### config.mk
export PLATFORM = sky130hd
export DESIGN_NAME = pll_phase_ctrl_ecp5
export DESIGN_NICKNAME = d
export VERILOG_FILES = /design/src/rtl/pll_pkg.sv /design/src/rtl/pll_phase_timer.sv /design/src/rtl/pll_phase_ctrl_ecp5.sv
export SDC_FILE = /design/constraint.sdc
export NUM_CORES = 1
export LEC_CHECK = 0
export ABC_AREA = 1
export BUFFER_PORTS_ARGS = -buffer_cell sky130_fd_sc_hd__buf_2
export CAP_MARGIN = 20
export CORE_MARGIN = 10
export CORE_UTILIZATION = 57
export DETAILED_ROUTE_END_ITERATION = 16
export PLACE_DENSITY = 0.88
export SLEW_MARGIN = 30
export SYNTH_ARGS = -nofsm -noshare
export SYNTH_HDL_FRONTEND = slang
export SYNTH_SLANG_ARGS = --single-unit
### constraint.sdc
create_clock -name clk_in -period 2.5 [get_ports clk_in]
set_input_delay 0.5 -clock clk_in [delete_from_list [all_inputs] [get_ports clk_in]]
set_output_delay 0.5 -clock clk_in [all_outputs]
set_load 0.005 [all_outputs]
### src/rtl/pll_pkg.sv
// Shared types and constants for the ECP5 EHXPLLL dynamic phase-shift controller.
package pll_pkg;

  typedef enum logic [1:0] {
    CLKOS  = 2'd0,
    CLKOS2 = 2'd1,
    CLKOS3 = 2'd2,
    CLKOP  = 2'd3
  } pll_out_sel_e;

  typedef enum logic [2:0] {
    ST_IDLE,
    ST_SETUP,
    ST_STEP_PULSE,
    ST_STEP_GAP,
    ST_LOAD_PULSE,
    ST_LOAD_GAP,
    ST_DONE
  } pll_state_e;

  // PHASESTEP/PHASELOADREG are active-low pulses, so their resting level is high.
  localparam logic PHASE_PULSE_IDLE = 1'b1;
  localparam logic PHASE_DIR_RESET  = 1'b1;
  localparam int   TIMER_W          = 8;

endpackage

### src/rtl/pll_phase_timer.sv
// Shared down-counter for every timed FSM state; expired marks the last cycle of a window.
module pll_phase_timer
  import pll_pkg::*;
(
  input  logic               clk_in,
  input  logic               rst_in,
  input  logic               load,
  input  logic [TIMER_W-1:0] load_val,
  output logic               expired
);

  logic [TIMER_W-1:0] count;

  always_ff @(posedge clk_in or posedge rst_in) begin
    if (rst_in) begin
      count <= '0;
    end else if (load) begin
      count <= load_val;
    end else if (count != '0) begin
      count <= count - TIMER_W'(1);
    end
  end

  assign expired = (count == '0);

endmodule

### src/rtl/pll_phase_ctrl_ecp5.sv
// Sequences PHASESEL/PHASEDIR/PHASESTEP/PHASELOADREG for the ECP5 PLL and tracks per-output phase offsets.
module pll_phase_ctrl_ecp5
  import pll_pkg::*;
#(
  parameter int SETUP_CYC  = 2,
  parameter int STEP_LOW   = 4,
  parameter int SETTLE_CYC = 8,
  parameter int STEP_W     = 8,
  parameter int POS_W      = 8
) (
  input  logic                 clk_in,
  input  logic                 rst_in,
  input  logic                 pll_locked,
  input  logic                 req_valid,
  output logic                 req_ready,
  input  logic [1:0]           req_sel,
  input  logic                 req_dir,
  input  logic [STEP_W-1:0]    req_steps,
  input  logic                 req_load,
  output logic                 done,
  output logic                 err,
  output logic                 busy,
  output logic [4*POS_W-1:0]   phase_off,
  output logic [1:0]           pll_phasesel,
  output logic                 pll_phasedir,
  output logic                 pll_phasestep,
  output logic                 pll_phaseloadreg
);

  localparam logic [POS_W-1:0]  OFF_ONE  = POS_W'(1);
  localparam logic [STEP_W-1:0] STEP_ONE = STEP_W'(1);

  pll_state_e             state;
  logic [STEP_W-1:0]      steps_left;
  logic                   load_pending;
  logic [3:0][POS_W-1:0]  offsets;
  logic                   timer_load;
  logic [TIMER_W-1:0]     timer_val;
  logic                   timer_expired;

  assign phase_off = offsets;

  // The timer is reloaded on every state change with the length of the state being entered.
  always_comb begin
    timer_load = (state == ST_IDLE) || (state == ST_DONE) || timer_expired;
    timer_val  = TIMER_W'(STEP_LOW - 1);
    if (state == ST_IDLE) begin
      timer_val = TIMER_W'(SETUP_CYC - 1);
    end else if (state == ST_STEP_PULSE || state == ST_LOAD_PULSE) begin
      timer_val = TIMER_W'(SETTLE_CYC - 1);
    end
  end

  pll_phase_timer u_timer (
    .clk_in   (clk_in),
    .rst_in   (rst_in),
    .load     (timer_load),
    .load_val (timer_val),
    .expired  (timer_expired)
  );

  always_ff @(posedge clk_in or posedge rst_in) begin
    if (rst_in) begin
      state            <= ST_IDLE;
      steps_left       <= '0;
      load_pending     <= 1'b0;
      offsets          <= '0;
      req_ready        <= 1'b1;
      done             <= 1'b0;
      err              <= 1'b0;
      busy             <= 1'b0;
      pll_phasesel     <= CLKOS;
      pll_phasedir     <= PHASE_DIR_RESET;
      pll_phasestep    <= PHASE_PULSE_IDLE;
      pll_phaseloadreg <= PHASE_PULSE_IDLE;
    end else begin
      done <= 1'b0;
      err  <= 1'b0;
      if (state != ST_IDLE && !pll_locked) begin
        // A step in its settle window already had its full pulse, so the PLL did move.
        if (state == ST_STEP_GAP) begin
          offsets[pll_phasesel] <= pll_phasedir ? offsets[pll_phasesel] + OFF_ONE
                                                : offsets[pll_phasesel] - OFF_ONE;
        end
        state            <= ST_IDLE;
        err              <= 1'b1;
        busy             <= 1'b0;
        req_ready        <= 1'b0;
        pll_phasestep    <= PHASE_PULSE_IDLE;
        pll_phaseloadreg <= PHASE_PULSE_IDLE;
      end else begin
        unique case (state)
          ST_IDLE: begin
            req_ready <= 1'b1;
            if (req_valid && req_ready && pll_locked) begin
              pll_phasesel <= req_sel;
              pll_phasedir <= req_dir;
              steps_left   <= req_steps;
              load_pending <= req_load;
              req_ready    <= 1'b0;
              busy         <= 1'b1;
              state        <= ST_SETUP;
            end
          end
          ST_SETUP: begin
            if (timer_expired) begin
              if (steps_left != '0) begin
                pll_phasestep <= 1'b0;
                state         <= ST_STEP_PULSE;
              end else if (load_pending) begin
                pll_phaseloadreg <= 1'b0;
                state            <= ST_LOAD_PULSE;
              end else begin
                done  <= 1'b1;
                state <= ST_DONE;
              end
            end
          end
          ST_STEP_PULSE: begin
            if (timer_expired) begin
              pll_phasestep <= PHASE_PULSE_IDLE;
              state         <= ST_STEP_GAP;
            end
          end
          ST_STEP_GAP: begin
            if (timer_expired) begin
              steps_left            <= steps_left - STEP_ONE;
              offsets[pll_phasesel] <= pll_phasedir ? offsets[pll_phasesel] + OFF_ONE
                                                    : offsets[pll_phasesel] - OFF_ONE;
              if (steps_left != STEP_ONE) begin
                pll_phasestep <= 1'b0;
                state         <= ST_STEP_PULSE;
              end else if (load_pending) begin
                pll_phaseloadreg <= 1'b0;
                state            <= ST_LOAD_PULSE;
              end else begin
                done  <= 1'b1;
                state <= ST_DONE;
              end
            end
          end
          ST_LOAD_PULSE: begin
            if (timer_expired) begin
              pll_phaseloadreg <= PHASE_PULSE_IDLE;
              state            <= ST_LOAD_GAP;
            end
          end
          ST_LOAD_GAP: begin
            if (timer_expired) begin
              done  <= 1'b1;
              state <= ST_DONE;
            end
          end
          ST_DONE: begin
            busy      <= 1'b0;
            req_ready <= 1'b1;
            state     <= ST_IDLE;
          end
          default: begin
            busy      <= 1'b0;
            req_ready <= 1'b1;
            state     <= ST_IDLE;
          end
        endcase
      end
    end
  end

endmodule

Yosys cells after proc, flatten, opt, wreduce, memory -nomap -nowiden --
Cells that the tools add are included.
Cells by class: $add $sub $neg 4, magnitude comparators 2, eq/ne operators 20, multiplexer cells 57, bitwise gates (word level) 1, reductions and logical operators 26
Operator list (number):
- $mux 32 | 4
- $mux 8 | 7
- $mux 3 | 11
- $bwmux 32 | 1
- $mux 1 | 24
- $sub 8x1->8 const B | 3
- $ne 3x3->1 const B | 6
- $pmux 3 s6 | 1
- $reduce_and 6->1 | 3
- $bmux 8 s2 | 1
- $demux 8 s2 | 1
- $pmux 8 s2 | 1
- $reduce_bool 8->1 | 2
- $eq 3x3->1 const B | 3
- $ne 3x2->1 const B | 3
- $pmux 1 s3 | 3
- $add 8x1->8 const B | 1
- $logic_not 8->1 | 1
- $ne 8x1->1 const B | 1
- $reduce_bool 4->1 | 2
- $eq 3x2->1 const B | 2
- $reduce_bool 2->1 | 3
- $reduce_or 5->1 | 1
- $logic_and 1x1->1 | 4
- 16 further kinds | 21
Storage, ports and cells: flip-flop bits (word level) 61, input port bits 16, word-level logic and storage cells 126

Logic depth before layout (Yosys ltp) --
Gate-level depths: netlist of run 1.
word-level depth 8, depth in mapped cells 17, depth with buffers taken out 16

Cells and area by module --
A second synthesis of run 1 with hierarchy kept.
Unflattened totals: cells, all modules 473, area, all modules 3666.0 µm²
Modules (own cells, without submodules):
- pll_phase_ctrl_ecp5 | instances 1, cells an instance 402, area an instance 3135.5 µm²
- pll_phase_timer | instances 1, cells an instance 71, area an instance 530.5 µm²

Worst setup path before layout of run 1 --
Ideal clock, no wire load.
path type register to register, start register pll_phasesel[0], end register offsets (netlist bit phase_off[30]), library setup time 74 ps, data arrival time 2236 ps, data required time 2426 ps, path slack 190 ps, cell stages (with the launch flop) 14, path buffers 1, period minus slack after synthesis 2310 ps, cell sequence dfrtp_1 buf_2 nor2_1 inv_1 o22ai_1 a21oi_1 o21a_1 fa_1 inv_1 nand4_1 nand3_1 xor2_1 nand2_1 o21ai_2
On the way: word-level cells in the longest chain between the ends 8, elaborated cells between the ends (all ways) 15, classes of those cells add/sub: 2; order compare: 2; mux: 10; reduce/logical: 1
Ends and longest elaborated chain:
- start, declared | RTL line pll_phase_ctrl_ecp5.sv:24 | output logic [1:0] pll_phasesel,
- start signal, assigned | RTL line pll_phase_ctrl_ecp5.sv:96 | pll_phasesel <= req_sel;
- $bmux 8 s2, or another cell as far along
- $mux 8 (not written as such) / $logic_and 1x1->1 (equally long branches)
- $sub 8x1->8, or another cell as far along | RTL line pll_phase_ctrl_ecp5.sv:83, pll_phase_ctrl_ecp5.sv:129
- $mux 8 / $demux 8 s2 (equally long branches) | RTL line pll_phase_ctrl_ecp5.sv:82, pll_phase_ctrl_ecp5.sv:128
- $bwmux 32 (*) | RTL line pll_phase_ctrl_ecp5.sv:82, pll_phase_ctrl_ecp5.sv:128
- $mux 32 | RTL line pll_phase_ctrl_ecp5.sv:126 | if (timer_expired) begin
- $mux 32 | RTL line pll_phase_ctrl_ecp5.sv:92 | unique case (state)
- $mux 32 (*) | RTL line pll_phase_ctrl_ecp5.sv:79 | if (state != ST_IDLE && !pll_locked) begin
- end signal, assigned by index | RTL line pll_phase_ctrl_ecp5.sv:82 | offsets[pll_phasesel] <= pll_phasedir ? offsets[pll_phasesel] + OFF_ONE
- end signal, assigned by index | RTL line pll_phase_ctrl_ecp5.sv:128 | offsets[pll_phasesel] <= pll_phasedir ? offsets[pll_phasesel] + OFF_ONE
- end, declared | RTL line pll_phase_ctrl_ecp5.sv:36 | logic [3:0][POS_W-1:0] offsets;
Every way passes the cells marked *; elsewhere a longest branch is shown, timed or not. The select of a mux whose other input is x is not followed. A chain may end at the register's enable or synchronous reset.

Final worst setup path of run 1 --
start register pll_phasesel[0], end register offsets (netlist bit phase_off[21])
Same word-level chain as after synthesis.

==> results of run 1 <==
[layout make-up]
| cell class | instances | area, sq um |
|---|---|---|
| fillers | 466 | 1850 |
| multi-input cells | 322 | 1770 |
| flip-flops and latches | 61 | 1530 |
| repair buffers | 64 | 340 |
| inverters | 59 | 229 |
| clock buffers | 12 | 155 |
| well taps | 75 | 93.8 |
| clock inverters | 4 | 22.5 |
[registers in the layout (all words and copies together) (netlist names)]
name and cells:
req_ready 1, busy 1, phase_off 32, steps_left 8, load_pending 1, done 1
pll_phaseloadreg 1, pll_phasesel 2, state 3, pll_phasestep 1, pll_phasedir 1, err 1
u_timer.count 8
[timing repair]
item | 4_1_cts | 5_1_grt
buffers inserted | 0 | 3
resized for setup | 0 | 10
endpoints found under the setup margin | 0 | 20
[synthesized netlist by cell type (all sizes together), types with 6 or more instances]
library cell    n
nand2         153
inv            59
dfrtp          57
o21ai          42
nor2           36
nand3          26
a21oi          12
ha             10
a22oi           9
buf             7
xor2            6
[per-layer routing]
layer	global-route usage (%)	routed length, um
met1	23.1	4150
met2	29.1	4330
met3	5.24	560
met4	7.39	213
met5	0	0
[worst max-delay path, cell delays in order (launching register included)]
cell and delay, ns:
dfrtp_2 0.44, nor2_1 0.08, buf_4 0.16, a22oi_1 0.25
o221ai_1 0.17, ha_1 0.37, a21oi_1 0.20, nand2_2 0.11
nand2_1 0.11, nand3_1 0.15, nand3_1 0.16, nand2_1 0.06
[cells by family (layout without fill, tap and decap cells)]
family          Yosys count  in the layout
compound gates           76             76
xor+xnor                 10             10
fa+ha+maj                11             11
buf+inv                  66            139
flops                    61             61
simple gates            225            225
[path summary, 6_finish.rpt]
kind / start / end / slack (ns) / cells after the start
max in group asynchronous: rst_in / phase_off[22]$_DFFE_PP0P_ / 1.55 / 3
min reg2reg: u_timer.count[0]$_DFFE_PP0P_ / u_timer.count[0]$_DFFE_PP0P_ / 0.47 / 1
max reg2reg: pll_phasesel[0]$_DFFE_PP0P_ / phase_off[21]$_DFFE_PP0P_ / 0.12 / 11
max: pll_phasesel[0]$_DFFE_PP0P_ / phase_off[21]$_DFFE_PP0P_ / 0.12 / 11
min: rst_in / u_timer.count[5]$_DFFE_PP0P_ / 0.25 / 2
min in group clk_in: req_load / load_pending$_DFFE_PP0P_ / 0.37 / 3
[where the power goes]
group          internal (mW)  switching, mW  leakage [nW]
registers               1.43          0.377         0.748
logic                   1.41           2.35          1.45
clock network          0.409          0.400        0.0921
[per-stage QoR]
step                TNS, ns  hold slack (ns)  area, sq um  setup slack [ns]
floorplan                 0            0.432         3550             0.190
CTS                       0            0.272         4080            0.0390
detailed placement        0            0.466         3900            0.0512
global placement          0            0.451         3900             0.132
global route        -0.0330            0.295         4140           -0.0295
finish                    0            0.252         4140             0.119
==> metrics.csv, run 1 <==
stage,metric,value,unit
pwr,p_leak,2.29,nW
pwr,total_power,6.37,mW
route,drc,0,
floorplan,rows,28,
route,detail-route-antenna-nets,0,
logic_synthesis,yosys_warnings,0,
cells_and_area,fin_cells,597,
outcome,status,"finished, final reports clean",
setup_path,cp_max_fo,9,
cells_and_area,mostFrequentLayoutCells,"nand2_1 (145), buf_2 (56), dfrtp_1 (55)",
place,hpwl,6810,um
place,io_buffers,56,
global_routing,grt_use_total,18.4,%
cells_and_area,layout_commonest_cell,nand2_1,
timing,finalSetupViolCount,0,
timing,worst_slew_pin_slew,0.678,ns
floorplan,die_h,99.0,um
global_routing,grt_pass1_vias,3148,
setup_path,crit_type,flip-flop to flip-flop,
logic_synthesis,synth_enable_flop_cells,0,
logic_synthesis,synth_mux_area_share,0,%
logic_synthesis,async_flop_share,100,%
cells_and_area,fin_util,69.2,%
route,num_vias,3246,
global_routing,grt_max_degree,34,
logic_synthesis,synth.area.top_cells,"dfrtp_1 (40%), nand2_1 (16%), inv_1 (5.4%), nand3_1 (3.7%), ha_1 (3.5%)",
logic_synthesis,syn_avg_cell_area,7.92,sq um
logic_synthesis,synth_top_area_share,40.1,%
logic_synthesis,synth_area,0.00355,sq mm
floorplan,die_w,99.0,um
timing,slew_violations,0,
cells_and_area,drive_above_1_share,23.6,%
logic_synthesis,syn_nets,476,
cts,clkTransAtPathRegs,0.07,ns
timing,fmax,0.420,GHz
global_routing,antenna_found_initial,0,
cts,tritoncts,built,
hold_path,hp-class,input port to async pin,
logic_synthesis,synth_top_family_by_area,simple AND/OR/NAND/NOR gates,
cts,clockRootBuffer,clkbuf_8,
route,via_per_inst,5.44,
cts,cts_made_buffers,9,
floorplan,die_area,0.00980,sq mm
global_routing,grt_overflow,0,
place,gp_congestion,0.929,
logic_synthesis,ys_seq_area_share,43.1,%
route,wire_per_inst,15.5,um
logic_synthesis,syn_inst,449,
logic_synthesis,synth_area_leader_cell,dfrtp_1,
cells_and_area,antenna_cells,0,
floorplan,fp.coreArea,0.00599,sq mm
logic_synthesis,ys_ff_latch,61,
logic_synthesis,synthAdderAreaFrac,4.08,%
timing,finClkSkew,0.0107,ns
setup_path,cp.arrival,2.62,ns
logic_synthesis,synth_xor_area_share,2.46,%
floorplan,start_util,59.3,%
timing,max_slew_margin,54.7,%
cts,ctsHtreeMaxLevel,3,
cts,hold_buffers,0,
setup_path,cp.required,2.73,ns
logic_synthesis,synth-main-ff-cell,dfrtp_1,
route,drtIter0Drc,216,
pwr,ir_drop,0.884,mV
cells_and_area,nets,544,
global_routing,grt_pass1_wl,14900,um
timing,min_period_over_period,95.2,%
timing,hold_viol,0,
cts,clk_latency,0.35,ns
flow_run,maxCapViolations,0,
setup_path,cp-end-kind,flip-flop,
pwr,powerDensity,1540,mW/mm^2
route,wl,9250,um
logic_synthesis,yosys.area_share.simple,29.3,%
logic_synthesis,synth_cell_types,40,
setup_path,startpoint_type,flip-flop,
floorplan,io_pins,57,
place,placed_cells,578,
timing,min_period,2.38,ns
cells_and_area,areaGrowthSynthToFinish,16.6,%
cts,clock_sinks,61,
logic_synthesis,synth_compound_gate_area_share,12.8,%
route,dr.pass1.iters,6,
cts,cts_buffer_depth,2,
(Power assumes the default switching activity.)
==> run 2, diff against run 1 <==
- CORE_UTILIZATION: 57 -> 51
- PLACE_DENSITY: 0.88 -> 0.84
- clock period: 2.5 -> 2.1 ns (I/O delays scaled with it)
==> metrics.csv, run 2 (synthesis results as in run 1) <==
stage,metric,value,unit,change
outcome,status,finished with violations,,"was finished, final reports clean"
outcome,violations,negative setup slack,,
route,wl_met1,4440,um,was 4150 um
floorplan,rows,30,,was 28
setup_path,path_buf_inv,3,,was 1
global_routing,grt_overflow,0,,unchanged
place,dp_slack,-0.281,ns,was 0.0512 ns
cts,cts_made_buffers,9,,unchanged
global_routing,antenna_found_initial,0,,unchanged
cts,cts_buffer_depth,2,,unchanged
timing,max_slew_margin,68.2,%,was 54.7%
setup_path,slowest_delay,0.48,ns,was 0.44 ns
cells_and_area,areaGrowthSynthToFinish,33.4,%,was 16.6%
setup_path,crit_type,flip-flop to flip-flop,,unchanged
cells_and_area,layout_commonest_cell,nand2_1,,unchanged
timing,finClkSkew,0.0155,ns,was 0.0107 ns
setup_path,cpMostUsedCell,nand2_2,,
route,wl,11200,um,was 9250 um
cells_and_area,fin_cells,650,,was 597
cells_and_area,largest_register_ffs,32,,unchanged
floorplan,io_pins,57,,unchanged
setup_path,crit_chain,buf_6 > nand2_2 > buf_6 > inv_4 > a22oi_2 > nand2_2 > ha_4 > nand2_2 > o21ai_1 > nor2_2 > nand3_4 > nand3_2 > nand2_1,,was nor2_1 > buf_4 > a22oi_1 > o221ai_1 > ha_1 > a21oi_1 > nand2_2 > nand2_1 > nand3_1 > nand3_1 > nand2_1
cts,clk_latency,0.35,ns,about the same
floorplan,die_area,0.0107,sq mm,was 0.00980 sq mm
route,dr.max_layer_used,met4,,unchanged
floorplan,die_w,103,um,was 99.0 um
setup_path,cp_top_family,simple AND/OR/NAND/NOR gates,,unchanged
route,drc,0,,unchanged
route,num_vias,3627,,"was 3,246"
setup_path,startpoint_type,flip-flop,,unchanged
timing,min_period_over_period,112,%,was 95.2%
floorplan,start_util,52.3,%,was 59.3%
floorplan,die_h,103,um,was 99.0 um
setup_path,cp-end-kind,flip-flop,,unchanged
timing,fmax,0.425,GHz,was 0.420 GHz
floorplan,fp.coreArea,0.00679,sq mm,was 0.00599 sq mm
route,drtIter0Drc,346,,was 216
setup_path,cp.arrival,2.59,ns,was 2.62 ns
cts,ctsHtreeMaxLevel,3,,unchanged
global_routing,grt_use_total,19.4,%,was 18.4%
route,met2_length,5350,um,was 4330 um
cts,hold_buffers,0,,unchanged
cts,clockRootBuffer,clkbuf_8,,unchanged
global_routing,grt_max_degree,43,,was 34
place,hpwl,7060,um,was 6810 um
timing,setup_ws,-0.256,ns,was 0.119 ns
route,via_per_inst,5.58,,was 5.44
route,detail-route-antenna-nets,0,,unchanged
cts,clkTransAtPathRegs,0.06,ns,was 0.07 ns
flow_run,maxCapViolations,0,,unchanged
place,gp_congestion,0.975,,was 0.929
timing,slew_violations,0,,unchanged
place,dpl_cell_area,0.00410,sq mm,was 0.00390 sq mm
cells_and_area,filler_cell_count,472,,was 466
cells_and_area,antenna_cells,0,,unchanged
place,io_buffers,56,,unchanged
setup_path,cp.required,2.33,ns,was 2.73 ns
timing,rsz0062_at_grt,yes,,
cts,tritoncts,built,,unchanged
timing,min_period,2.36,ns,was 2.38 ns
cells_and_area,final_cell_area,0.00474,sq mm,was 0.00414 sq mm
setup_path,worst_path_max_delay_cell,dfrtp_2,,unchanged
timing,finalSetupTns,-3.56,ns,was 0 ns
setup_path,cp_max_fo,7,,was 9
global_routing,grt_pass1_vias,3330,,"was 3,148"
timing,hold_viol,0,,unchanged
cells_and_area,mostFrequentLayoutCells,"nand2_1 (131), buf_2 (56), dfrtp_1 (55)",,"was nand2_1 (145), buf_2 (56), dfrtp_1 (55)"
cts,clock_sinks,61,,unchanged
hold_path,hp-class,input port to async pin,,unchanged
timing,finalSetupViolCount,21,,was 0
global_routing,grt_pass1_wl,16100,um,"was 14,900 um"
place,placed_cells,617,,was 578
route,wl_met3,921,um,was 560 um
cells_and_area,nets,576,,was 544
cells_and_area,drive_above_1_share,35.9,%,was 23.6%
route,dr.pass1.iters,5,,was 6
route,wire_per_inst,17.3,um,was 15.5 um
timing,worst_slew_pin_slew,0.477,ns,was 0.678 ns
## run 2: cell count changes in the layout (fill, tap and decap cells not counted), sizes merged
cell and delta:
buf +32, clkbuf +2, clkinv -1, clkinvlp -1
## run 2: through the flow
step	hold slack, ns	util [%]
CTS	0.0974	65.9
global route	0.122	69.8
floorplan	0.432	-
detailed placement	0.461	60.4
finish	0.0762	69.8
global placement	0.444	60.4
## run 2: worst paths after layout
| check | cells past startpoint | slack, ns | to | from |
|---|---|---|---|---|
| worst min-delay path | 2 | 0.08 | phase_off[21]$_DFFE_PP0P_ | rst_in |
| worst max-delay path | 13 | -0.26 | phase_off[31]$_DFFE_PP0P_ | pll_phasesel[1]$_DFFE_PP0P_ |
| min in group clk_in | 3 | 0.26 | load_pending$_DFFE_PP0P_ | req_load |
| max in group asynchronous | 3 | 1.40 | pll_phaseloadreg$_DFFE_PP1P_ | rst_in |
| worst max register to register | 13 | -0.26 | phase_off[31]$_DFFE_PP0P_ | pll_phasesel[1]$_DFFE_PP0P_ |
| worst min register to register | 2 | 0.47 | pll_phaseloadreg$_DFFE_PP1P_ | pll_phaseloadreg$_DFFE_PP1P_ |
## run 2: worst register-to-register path, stage by stage (launching register included)
cell and delay, ns:
dfrtp_2 0.48, buf_6 0.15, nand2_2 0.06, buf_6 0.14, inv_4 0.04, a22oi_2 0.20
nand2_2 0.11, ha_4 0.25, nand2_2 0.10, o21ai_1 0.11, nor2_2 0.27, nand3_4 0.17
nand3_2 0.11, nand2_1 0.06
## run 2: metal layers
layer  track usage, %  vias up
met5                0        -
met1             25.3     1681
li1                 -     1648
met3             3.26       53
met2             30.3      245
met4             9.73        0
## run 2: repair_timing
action / CTS / global route
setup endpoints to repair: 24 / 26
pin swaps: 17 / 26
buffers inserted: 9 / 8
gates resized for setup: 34 / 45
## run 2: cell type report
cell class / count / area, sq um / share of cell area, %
Sequential cell: 61 / 1530 / 32.4
Inverter: 59 / 236 / 4.99
Multi-Input combinational cell: 322 / 2060 / 43.5
Clock inverter: 2 / 10.0 / 0.211
Tap cell: 96 / 120 / 2.53
Clock buffer: 14 / 153 / 3.22
Timing Repair Buffer: 96 / 627 / 13.2
Power of run 2 is left out: the tool's default activity adds up to more than one toggle a clock period on the data nets, which glitch-free logic cannot reach.
